`config.mk`:
```
export PLATFORM = sky130hd
export DESIGN_NAME = ctrl_sequencer
export DESIGN_NICKNAME = d
export VERILOG_FILES = /design/src/rtl/ctrl_sequencer.sv
export SDC_FILE = /design/constraint.sdc
export NUM_CORES = 1
export LEC_CHECK = 0
export BUFFER_PORTS_ARGS = -buffer_cell sky130_fd_sc_hd__buf_2
export CORE_UTILIZATION = 44
export DETAILED_ROUTE_END_ITERATION = 10
export HOLD_SLACK_MARGIN = 0.15
export PLACE_DENSITY = 0.71
export SLEW_MARGIN = 20
export SYNTH_ARGS = -nofsm -noshare
export SYNTH_HDL_FRONTEND = slang
export SYNTH_SLANG_ARGS = --single-unit
export TNS_END_PERCENT = 30
```
`constraint.sdc`:
```
create_clock -name clk -period 2.3 [get_ports clk]
set_input_delay 0.115 -clock clk [delete_from_list [all_inputs] [get_ports clk]]
set_output_delay 0.115 -clock clk [all_outputs]
set_load 0.1 [all_outputs]
```
`src/rtl/ctrl_sequencer.sv`:
```
// Microcoded T-state sequencer for the 8-bit accumulator CPU: steps fetch/execute
// stages on the falling clock edge and decodes the opcode into the datapath control word.
module ctrl_sequencer #(
   parameter int OPCODE_W    = 4,
   parameter int STAGE_W     = 3,
   parameter int SKIP_IDLE   = 1,
   parameter int INSTR_CNT_W = 16
) (
   input  logic                   clk,
   input  logic                   rst,
   input  logic [OPCODE_W-1:0]    opcode,
   input  logic                   flag_c,
   input  logic                   flag_z,
   input  logic                   step_en,
   input  logic                   step,
   output logic [15:0]            ctrl,
   output logic [STAGE_W-1:0]     stage,
   output logic                   halted,
   output logic [INSTR_CNT_W-1:0] instr_cnt
);

   localparam logic [15:0] C_HLT        = 16'h8000;
   localparam logic [15:0] C_PC_INC     = 16'h4000;
   localparam logic [15:0] C_PC_EN      = 16'h2000;
   localparam logic [15:0] C_PC_LOAD    = 16'h1000;
   localparam logic [15:0] C_MAR_LOAD   = 16'h0800;
   localparam logic [15:0] C_MEM_ST     = 16'h0400;
   localparam logic [15:0] C_MEM_EN     = 16'h0200;
   localparam logic [15:0] C_IR_LOAD    = 16'h0100;
   localparam logic [15:0] C_IR_EN      = 16'h0080;
   localparam logic [15:0] C_A_LOAD     = 16'h0040;
   localparam logic [15:0] C_A_EN       = 16'h0020;
   localparam logic [15:0] C_B_LOAD     = 16'h0010;
   localparam logic [15:0] C_ALU_SUB    = 16'h0008;
   localparam logic [15:0] C_ALU_EN     = 16'h0004;
   localparam logic [15:0] C_FLAGS_LOAD = 16'h0002;
   localparam logic [15:0] C_OUT_LOAD   = 16'h0001;

   localparam logic [3:0] OP_LDA = 4'd0;
   localparam logic [3:0] OP_ADD = 4'd1;
   localparam logic [3:0] OP_SUB = 4'd2;
   localparam logic [3:0] OP_STA = 4'd3;
   localparam logic [3:0] OP_LDI = 4'd4;
   localparam logic [3:0] OP_JMP = 4'd5;
   localparam logic [3:0] OP_JC  = 4'd6;
   localparam logic [3:0] OP_JZ  = 4'd7;
   localparam logic [3:0] OP_NOP = 4'd8;
   localparam logic [3:0] OP_OUT = 4'd14;
   localparam logic [3:0] OP_HLT = 4'd15;

   typedef enum logic [2:0] {
      S_T0   = 3'd0,
      S_T1   = 3'd1,
      S_T2   = 3'd2,
      S_T3   = 3'd3,
      S_T4   = 3'd4,
      S_T5   = 3'd5,
      S_HALT = 3'd7
   } state_t;

   state_t                 r_state;
   logic                   r_halted;
   logic [INSTR_CNT_W-1:0] r_instr_cnt;

   logic                   w_ext;
   logic [3:0]             w_op;
   state_t                 w_last;
   logic [15:0]            w_ctrl;

   // Any opcode bit above the 4-bit ISA field turns the instruction into a NOP.
   generate
      if (OPCODE_W > 4) begin : g_ext
         assign w_ext = |opcode[OPCODE_W-1:4];
      end else begin : g_no_ext
         assign w_ext = 1'b0;
      end
   endgenerate

   assign w_op = w_ext ? OP_NOP : opcode[3:0];

   always_comb begin
      case (w_op)
         OP_LDA, OP_STA: w_last = S_T4;
         OP_ADD, OP_SUB: w_last = S_T5;
         default:        w_last = S_T3;
      endcase
   end

   always_comb begin
      w_ctrl = 16'h0000;
      case (r_state)
         S_T0: w_ctrl = C_PC_EN | C_MAR_LOAD;
         S_T1: w_ctrl = C_PC_INC;
         S_T2: w_ctrl = C_MEM_EN | C_IR_LOAD;
         S_T3: begin
            case (w_op)
               OP_LDA, OP_ADD, OP_SUB, OP_STA: w_ctrl = C_IR_EN | C_MAR_LOAD;
               OP_LDI: w_ctrl = C_IR_EN | C_A_LOAD;
               OP_JMP: w_ctrl = C_IR_EN | C_PC_LOAD;
               OP_JC:  w_ctrl = flag_c ? (C_IR_EN | C_PC_LOAD) : 16'h0000;
               OP_JZ:  w_ctrl = flag_z ? (C_IR_EN | C_PC_LOAD) : 16'h0000;
               OP_OUT: w_ctrl = C_A_EN | C_OUT_LOAD;
               OP_HLT: w_ctrl = C_HLT;
               default: w_ctrl = 16'h0000;
            endcase
         end
         S_T4: begin
            case (w_op)
               OP_LDA:         w_ctrl = C_MEM_EN | C_A_LOAD;
               OP_ADD, OP_SUB: w_ctrl = C_MEM_EN | C_B_LOAD;
               OP_STA:         w_ctrl = C_A_EN | C_MEM_ST;
               default:        w_ctrl = 16'h0000;
            endcase
         end
         S_T5: begin
            case (w_op)
               OP_ADD:  w_ctrl = C_ALU_EN | C_A_LOAD | C_FLAGS_LOAD;
               OP_SUB:  w_ctrl = C_ALU_SUB | C_ALU_EN | C_A_LOAD | C_FLAGS_LOAD;
               default: w_ctrl = 16'h0000;
            endcase
         end
         S_HALT:  w_ctrl = C_HLT;
         default: w_ctrl = 16'h0000;
      endcase
   end

   // Falling-edge state so the datapath sees a settled control word at its rising edge.
   always_ff @(negedge clk or posedge rst) begin
      if (rst) begin
         r_state     <= S_T0;
         r_halted    <= 1'b0;
         r_instr_cnt <= '0;
      end else begin
         case (r_state)
            S_T0: begin
               if (!step_en || step) begin
                  r_state <= S_T1;
               end
            end
            S_HALT: begin
               r_state <= S_HALT;
            end
            default: begin
               if (r_state == S_T3 && w_op == OP_HLT) begin
                  r_state     <= S_HALT;
                  r_halted    <= 1'b1;
                  r_instr_cnt <= r_instr_cnt + INSTR_CNT_W'(1);
               end else if (r_state == S_T5 || (SKIP_IDLE != 0 && r_state == w_last)) begin
                  r_state     <= S_T0;
                  r_instr_cnt <= r_instr_cnt + INSTR_CNT_W'(1);
               end else begin
                  r_state <= state_t'(r_state + 3'd1);
               end
            end
         endcase
      end
   end

   assign ctrl      = rst ? 16'h0000 : w_ctrl;
   assign stage     = STAGE_W'(r_state);
   assign halted    = r_halted;
   assign instr_cnt = r_instr_cnt;

endmodule

```
==> flow_metrics.tcl, run 1 <==
set metrics [dict create \
    outcome "complete, but fails checks" \
    violations "negative setup slack" \
    initial_core_util 0.460 \
    synthesis.nets 167 \
    hold_end "instr_cnt[15]" \
    fin_worst_skew_ps 11.4 \
    yosysSeqAreaShare 0.360 \
    slew_headroom 0.625 \
    synthTopCellsByArea "dfrtn_1 36%, ha_1 6.3%, xor2_1 5.7%" \
    synth-simple-area-share 0.279 \
    fp.dieH_um 58.2 \
    netlist_top_cells_count "20 x dfrtn_1, 16 x nor2_1, 12 x nand2_1" \
    yosys.cell_types.count 38 \
    gp_congestion 0.887 \
    clk_latency_ps 330 \
    netlist_area_um2 1390 \
    num_rows 20 \
    clock-sinks 20 \
    setup_ws_ps -1210 \
    htree_num_levels 1 \
    synth_top_family_by_area "simple AND/OR/NAND/NOR gates" \
    ios 46 \
    synth_seq_cells 20 \
    wl_mm 5.87 \
    portBuffers 45 \
    reg2reg_depth 8 \
    vias 1604 \
    place_ws_ps -1100 \
    synthMostInstantiatedCell "dfrtn_1" \
    timing.rr.start "stage[0]" \
    worst_pin_slew_ps 560 \
    fp.dieW_um 58.2 \
    core_um2 3030 \
    powerDensity_nw_per_um2 1370 \
    synthMuxAreaShare 0.0153 \
    grt_pass1_wl_mm 7.77 \
    drv_cap 0 \
    finalSetupViolations 50 \
    grt_usage 0.308 \
    vias_per_cell 5.73 \
    r2r-end "instr_cnt[4]" \
    dp_hpwl_mm 3.19 \
    required_ps 2180 \
    hold_start "instr_cnt[15]" \
    cts_root_buf "clkbuf_4" \
    cts_buffers 3 \
    syn_inst 150 \
    overflow 0 \
    final_layout_size_suffix_gt1_frac 0.602 \
    grt_antenna_before_repair 0 \
    cts_tree "yes" \
    drv_slew 0 \
    area_growth_pct 102 \
    tns_ps -22530 \
    synth_async_sr_flop_share 1.00 \
    cp.arrival_ps 3400 \
    start_kind "flip-flop" \
    grt_start_max_net_pins 17 \
    clockBufferDepth 2 \
    hold-path-cell-count 1 \
    synth-compound-area-share 0.112 \
    ant_nets 0 \
    synth-edff-count 0 \
    grt_pass1_vias 1583 \
    path_class "reg -> out" \
    wl_per_cell_um 21.0 \
    end_kind "output port" \
    yosysTopAreaCell "dfrtn_1" \
    ir_drop_uv 1530 \
    yosys.area_share.xor_xnor 0.118 \
    drtPass1Iterations 4 \
    clk_pin_slew_ps 90 \
    synth-warning-count 0 \
    synth_fa_ha_area_frac 0.0629 \
    die_area_um2 3390 \
    p_leak_nw 1.26 \
    final_hold_viol_count 0 \
    r2r_slack_ps -240 \
    rsz0062_at_grt "true" \
    netlist.area_leader.share 0.360 \
    fin_nets 254 \
    ys.flop_type "dfrtn_1" \
    fillers 112 \
    cp_max_fo 4 \
    route.detailed.drc 0 \
    diodes 0 \
    hp-class "reg -> reg" \
    syn-mean-instance-area_um2 9.28 \
    drtIter0Drc 83 \
]
critical path, stage by stage (launching register included):
cell and delay, ps:
dfrtn_1 510, inv_2 80, ha_4 160, or4_4 520, o21ai_4 80, a21oi_2 90, nand4_1 210, nor2_2 80
buf_6 190
worst max path at each step:
| stage | startpoint | endpoint | slack [ps] | depth (start not counted) |
|---|---|---|---|---|
| floorplan | stage[1] | ctrl[6] | -1900 | 7 |
| global placement | stage[0] | ctrl[9] | -970 | 8 |
| detailed placement | stage[0] | ctrl[9] | -1100 | 8 |
| CTS | stage[1] | ctrl[9] | -1140 | 8 |
| global route | stage[0] | ctrl[5] | -1250 | 8 |
| finish | stage[0] | ctrl[10] | -1210 | 8 |
logic make-up (layout without fill, tap and decap cells):
| group | count (synthesis) | count (layout) |
|---|---|---|
| DFF | 20 | 20 |
| xor gates and xnor gates | 17 | 17 |
| adders and majority gates | 7 | 7 |
| muxes | 2 | 2 |
| AOI/OAI and AO/OA | 22 | 22 |
| and+or+nand+nor | 66 | 66 |
| buffers and inverters | 16 | 102 |
flip-flops by register name (all words and copies together) (netlist names):
| signal | flops |
|---|---|
| instr_cnt | 16 |
| halted | 1 |
| stage | 3 |
stage by stage:
stage / area (µm²) / utilization / power [mW] / instances / hold WS [ps]
floorplan: 1530 / - / 2.04 / 150 / 345
global placement: 2400 / 0.792 / 2.88 / 266 / 462
detailed placement: 2400 / 0.792 / 2.92 / 266 / 477
CTS: 2670 / 0.881 / 3.48 / 276 / 479
global route: 2810 / 0.927 / 3.94 / 280 / 484
finish: 2810 / 0.927 / 3.84 / 280 / 479
power by group:
group          leakage (nW)  switching [mW]  internal (mW)  total, mW
registers             0.245           0.150          0.445      0.595
logic                 0.990            1.74           1.19       2.93
clock network        0.0279           0.136          0.177      0.313
total                  1.26            2.03           1.81       3.84
per-layer routing:
layer  vias to the layer above  global-route usage  wire, µm
met5                         -                   0         0
met4                         0               0.139       206
met3                        22              0.0737       333
met2                        82               0.535      3020
met1                       803               0.357      2310
li1                        697                   -         -
layout make-up:
class                   count  area (µm²)  area share
inverters                  11        41.3      0.0147
clock buffers               3        22.5     0.00802
repair buffers             87        1080       0.385
multi-input cells         114        1080       0.384
clock inverters             1        30.0      0.0107
well taps                  44        55.1      0.0196
flip-flops and latches     20         500       0.178
placed cells by master, fill, tap and decap left out, drive strengths merged, types with 2 or more instances in the layout:
master,netlist,layout
nor3,9,9
xor2,9,9
xnor2,7,7
o21ai,5,5
inv,11,11
nand3b,2,2
nor2,16,16
ha,7,7
a21oi,6,6
nand2,12,12
or3,2,2
nand4,6,6
a21o,2,2
clkbuf,1,3
dfrtn,20,20
nand3,7,7
and3,3,3
a31o,2,2
buf,4,87
nor4,5,5
o31ai,2,2
repair_timing:
action / CTS / global route
setup endpoints to repair: 45 / 52
buffers inserted: 6 / 4
hold buffers: 0 / 0
gates resized for setup: 48 / 22
pin swaps: 11 / 12
Note: power is estimated with default switching activity, not from simulation.
==> run 2, diff against run 1 <==
--- a/config.mk
+++ b/config.mk
@@ -10,6 +10,7 @@
 export DETAILED_ROUTE_END_ITERATION = 10
 export HOLD_SLACK_MARGIN = 0.15
 export PLACE_DENSITY = 0.71
+export SETUP_SLACK_MARGIN = 0.2
 export SLEW_MARGIN = 20
 export SYNTH_ARGS = -nofsm -noshare
 export SYNTH_HDL_FRONTEND = slang
==> constraint.sdc (replaced) <==
create_clock -name clk -period 3.28 [get_ports clk]
set_input_delay 0.164 -clock clk [delete_from_list [all_inputs] [get_ports clk]]
set_output_delay 0.164 -clock clk [all_outputs]
set_load 0.1 [all_outputs]
==> flow_metrics.tcl, run 2 (synthesized netlist as in run 1, its figures left out) <==
set metrics [dict create \
    slew_headroom 0.486 \
    hp-class "reg -> reg" \
    outcome "complete, but fails checks" \
    fp.dieH_um 58.2 \
    grt_pass1_vias 1430 \
    startpoint "stage[1]" \
    path_class "reg -> out" \
    fin_nets 248 \
    power_frac_seq 0.164 \
    wl_met1_mm 1.71 \
    crit_end "ctrl[5]" \
    wl_mm 4.16 \
    cp.arrival_ps 3830 \
    grt_antenna_before_repair 0 \
    p_leak_nw 1.13 \
    final_hold_viol_count 0 \
    setup_ws_ps -716 \
    die_area_um2 3390 \
    cp_max_fo 4 \
    clock-sinks 20 \
    final_common_cell "buf_4" \
    rsz0062_at_grt "true" \
    diodes 0 \
    hold_buffers 0 \
    route.detailed.drc 0 \
    power.total_mw 2.33 \
    ff_latch_area_um2 500 \
    drv_slew 0 \
    final_layout_size_suffix_gt1_frac 0.561 \
    wl_met2_mm 2.22 \
    largest_reg_flops 16 \
    violations "negative setup slack" \
    ir_drop_uv 973 \
    hold_start "halted" \
    final_cell_mix "32 x buf_4, 20 x dfrtn_1, 19 x buf_2" \
    p_sw_frac 0.550 \
    required_ps 3120 \
    grt_start_max_net_pins 24 \
    vias_per_cell 5.38 \
    switchingPower_mw 1.28 \
    cts_root_buf "clkbuf_4" \
    ant_nets 0 \
    clockBufferDepth 2 \
    r2r-end "instr_cnt[4]" \
    worst_pin_slew_ps 771 \
    cts_tree "yes" \
    core_um2 3030 \
    drv_cap 0 \
    overflow 0 \
    powerDensity_nw_per_um2 952 \
    internal_power_mw 1.05 \
    start_kind "flip-flop" \
    ios 46 \
    grt_pass1_wl_mm 6.46 \
    highest_layer "met4" \
    drtPass1Iterations 4 \
    htree_num_levels 1 \
    grt_usage 0.250 \
    timing.rr.start "stage[1]" \
    power.share.combinational 0.747 \
    r2r_slack_ps 810 \
    multi_input_area_um2 1050 \
    reg2reg_depth 9 \
    fp.dieW_um 58.2 \
    cts_buffers 3 \
    area_growth_pct 76.3 \
    clk_pin_slew_ps 70 \
    fin_worst_skew_ps 14.1 \
    clockPowerShare 0.089 \
    dp_hpwl_mm 2.89 \
    drtIter0Drc 45 \
    clk_latency_ps 310 \
    fin_util 0.810 \
    end_kind "output port" \
    num_rows 20 \
    initial_core_util 0.460 \
    fillers 183 \
    gp_congestion 0.875 \
    met3WireLength_um 139 \
    portBuffers 45 \
    finalSetupViolations 16 \
    vias 1473 \
    wl_per_cell_um 15.2 \
]
[run 2: power groups by stage]
stage	sequential (mW)	combinational, mW	clock [mW]
floorplan	0.801	0.630	0
global placement	0.379	1.43	0
detailed placement	0.384	1.45	0
CTS	0.376	1.65	0.211
global route	0.388	1.82	0.221
finish	0.383	1.74	0.207
[run 2: layout make-up]
cell class,instances,area share
clock buffers,3,0.00918
repair buffers,81,0.308
clock inverters,1,0.0122
well taps,44,0.0224
flip-flops and latches,20,0.204
multi-input cells,114,0.428
inverters,11,0.0168
[run 2: worst min path at each step]
stage / end / depth (start not counted)
6_report: halted / 1
5_1_grt: halted / 1
4_1_cts: halted / 1
3_5_place_dp: halted / 1
3_3_place_gp: instr_cnt[15] / 1
2_1_floorplan: ctrl[12] / 1
[run 2: repair_timing]
item                                    CTS  global route
gates cloned                              0             0
gates resized for setup                  54            18
pin swaps                                 7             7
endpoints found under the setup margin   36            41
buffers inserted                          3             0
[run 2: critical path, cell delays in order, from the launching register on]
cell and delay (ps):
dfrtn_1 400, buf_6 160, ha_4 150, or4_4 530
o21ai_4 90, a21oi_2 90, buf_4 150, and3_4 170
buf_12 160
[run 2: through the flow]
stage          setup WS [ps]  TNS, ps  instances  hold WS, ps  area, µm²
2_1_floorplan          -1460   -20430        150          443       1530
3_3_place_gp            -515    -9370        267          417       2100
3_5_place_dp            -581   -10700        267          418       2100
4_1_cts                 -680    -8700        274          424       2380
5_1_grt                 -779   -10230        274          432       2450
6_report                -716    -9070        274          426       2450
[run 2: layer usage]
| layer | vias up | GRT usage |
|---|---|---|
| met5 | - | 0 |
| met4 | 0 | 0.105 |
| met3 | 11 | 0.0290 |
| met2 | 47 | 0.422 |
| met1 | 726 | 0.323 |
| li1 | 689 | - |
==> run 3, diff against run 2 <==
--- a/config.mk
+++ b/config.mk
@@ -6,10 +6,12 @@
 export NUM_CORES = 1
 export LEC_CHECK = 0
 export BUFFER_PORTS_ARGS = -buffer_cell sky130_fd_sc_hd__buf_2
-export CORE_UTILIZATION = 44
+export CAP_MARGIN = 20
+export CORE_MARGIN = 5
+export CORE_UTILIZATION = 45
 export DETAILED_ROUTE_END_ITERATION = 10
 export HOLD_SLACK_MARGIN = 0.15
-export PLACE_DENSITY = 0.71
+export PLACE_DENSITY = 0.72
 export SETUP_SLACK_MARGIN = 0.2
 export SLEW_MARGIN = 20
 export SYNTH_ARGS = -nofsm -noshare
==> flow_metrics.tcl, run 3 (synthesized netlist as in run 1, its figures left out) <==
set metrics [dict create \
    ff_latch_area_um2 500 \
    fillers 172 \
    portBuffers 45 \
    ant_nets 0 \
    required_ps 3120 \
    power.total_mw 2.39 \
    drv_slew 0 \
    final-instance-count-excl-fill 269 \
    drtPass1Iterations 4 \
    place_inst 256 \
    clk_pin_slew_ps 90 \
    p_leak_nw 1.16 \
    wl_per_cell_um 17.3 \
    place_ws_ps -628 \
    route.detailed.drc 0 \
    grt_usage 0.215 \
    area_growth_pct 80.1 \
    cp.arrival_ps 3900 \
    place_area_um2 2090 \
    grt_antenna_before_repair 0 \
    gp_congestion 0.848 \
    fin_nets 254 \
    num_rows 20 \
    cts_buffers 3 \
    hp-class "reg -> reg" \
    core_um2 3000 \
    htree_num_levels 1 \
    fp.dieH_um 65.6 \
    powerDensity_nw_per_um2 954 \
    final_common_cell "buf_4" \
    vias_per_cell 5.60 \
    multi_input_area_um2 1050 \
    clock-sinks 20 \
    grt_pass1_vias 1514 \
    finalInstanceArea_um2 2510 \
    rsz0062_at_grt "true" \
    outcome "complete, but fails checks" \
    setup_ws_ps -786 \
    cp_max_fo 4 \
    fin_util 0.835 \
    final_hold_viol_count 0 \
    end_kind "output port" \
    clockBufferDepth 2 \
    grt_start_max_net_pins 23 \
    final_layout_size_suffix_gt1_frac 0.568 \
    ios 46 \
    clk_latency_ps 310 \
    drv_cap 0 \
    fin_worst_skew_ps 14.8 \
    worst_pin_slew_ps 853 \
    fp.dieW_um 65.6 \
    final_cell_mix "39 x buf_4, 21 x buf_2, 20 x dfrtn_1" \
    ir_drop_uv 719 \
    violations "negative setup slack" \
    slew_headroom 0.432 \
    vias 1506 \
    drtIter0Drc 66 \
    start_kind "flip-flop" \
    diodes 0 \
    finalSetupViolations 18 \
    cts_root_buf "clkbuf_4" \
    wl_mm 4.65 \
    hold_buffers 0 \
    die_area_um2 4300 \
    grt_pass1_wl_mm 7.24 \
    cts_tree "yes" \
    largest_reg_flops 16 \
    path_class "reg -> out" \
    dp_hpwl_mm 3.28 \
    overflow 0 \
    initial_core_util 0.463 \
]
run 3: what timing repair did:
action,4_1_cts,5_1_grt
gates resized for setup,47,31
setup endpoints to repair,36,41
pin swaps,6,16
setup buffers,7,2
run 3: path summary, 6_finish.rpt:
path,startpoint,end,slack (ps),cells past startpoint
worst min-delay path,halted,halted,430,1
worst max-delay path,stage[1],ctrl[11],-790,8
worst min register to register,halted,halted,430,1
max in group asynchronous,rst,instr_cnt[13],1400,3
worst max register to register,stage[1],instr_cnt[1],800,8
min in group asynchronous,rst,stage[1],1610,3
run 3: final cells by class:
| cell class | instances | share of cell area |
|---|---|---|
| Clock inverter | 1 | 0.0120 |
| Clock buffer | 3 | 0.00899 |
| Tap cell | 33 | 0.0165 |
| Sequential cell | 20 | 0.200 |
| Timing Repair Buffer | 87 | 0.327 |
| Inverter | 11 | 0.0175 |
| Multi-Input combinational cell | 114 | 0.419 |
run 3: per-layer routing:
layer	GRT usage	routed length, µm
met1	0.272	1910
met2	0.384	2510
met3	0.0393	182
met4	0.0389	48
met5	0	0
run 3: worst max-delay path, stage by stage (launching register included):
cell	delay, ps
dfrtn_1	410
buf_4	160
ha_4	150
or4_4	520
o21ai_4	90
a21oi_2	90
buf_4	140
a31o_2	220
buf_12	170
run 3: power by group:
part / total, mW / switching (mW) / internal (mW)
Clock: 0.207 / 0.0833 / 0.124
Sequential: 0.384 / 0.0710 / 0.313
Combinational: 1.80 / 1.16 / 0.642
Total: 2.39 / 1.31 / 1.08
run 3: through the flow:
| stage | hold slack, ps | TNS, ps |
|---|---|---|
| finish | 429 | -10100 |
| global route | 461 | -11640 |
| CTS | 436 | -9460 |
| detailed placement | 433 | -11340 |
| global placement | 402 | -9870 |
| floorplan | 443 | -20430 |
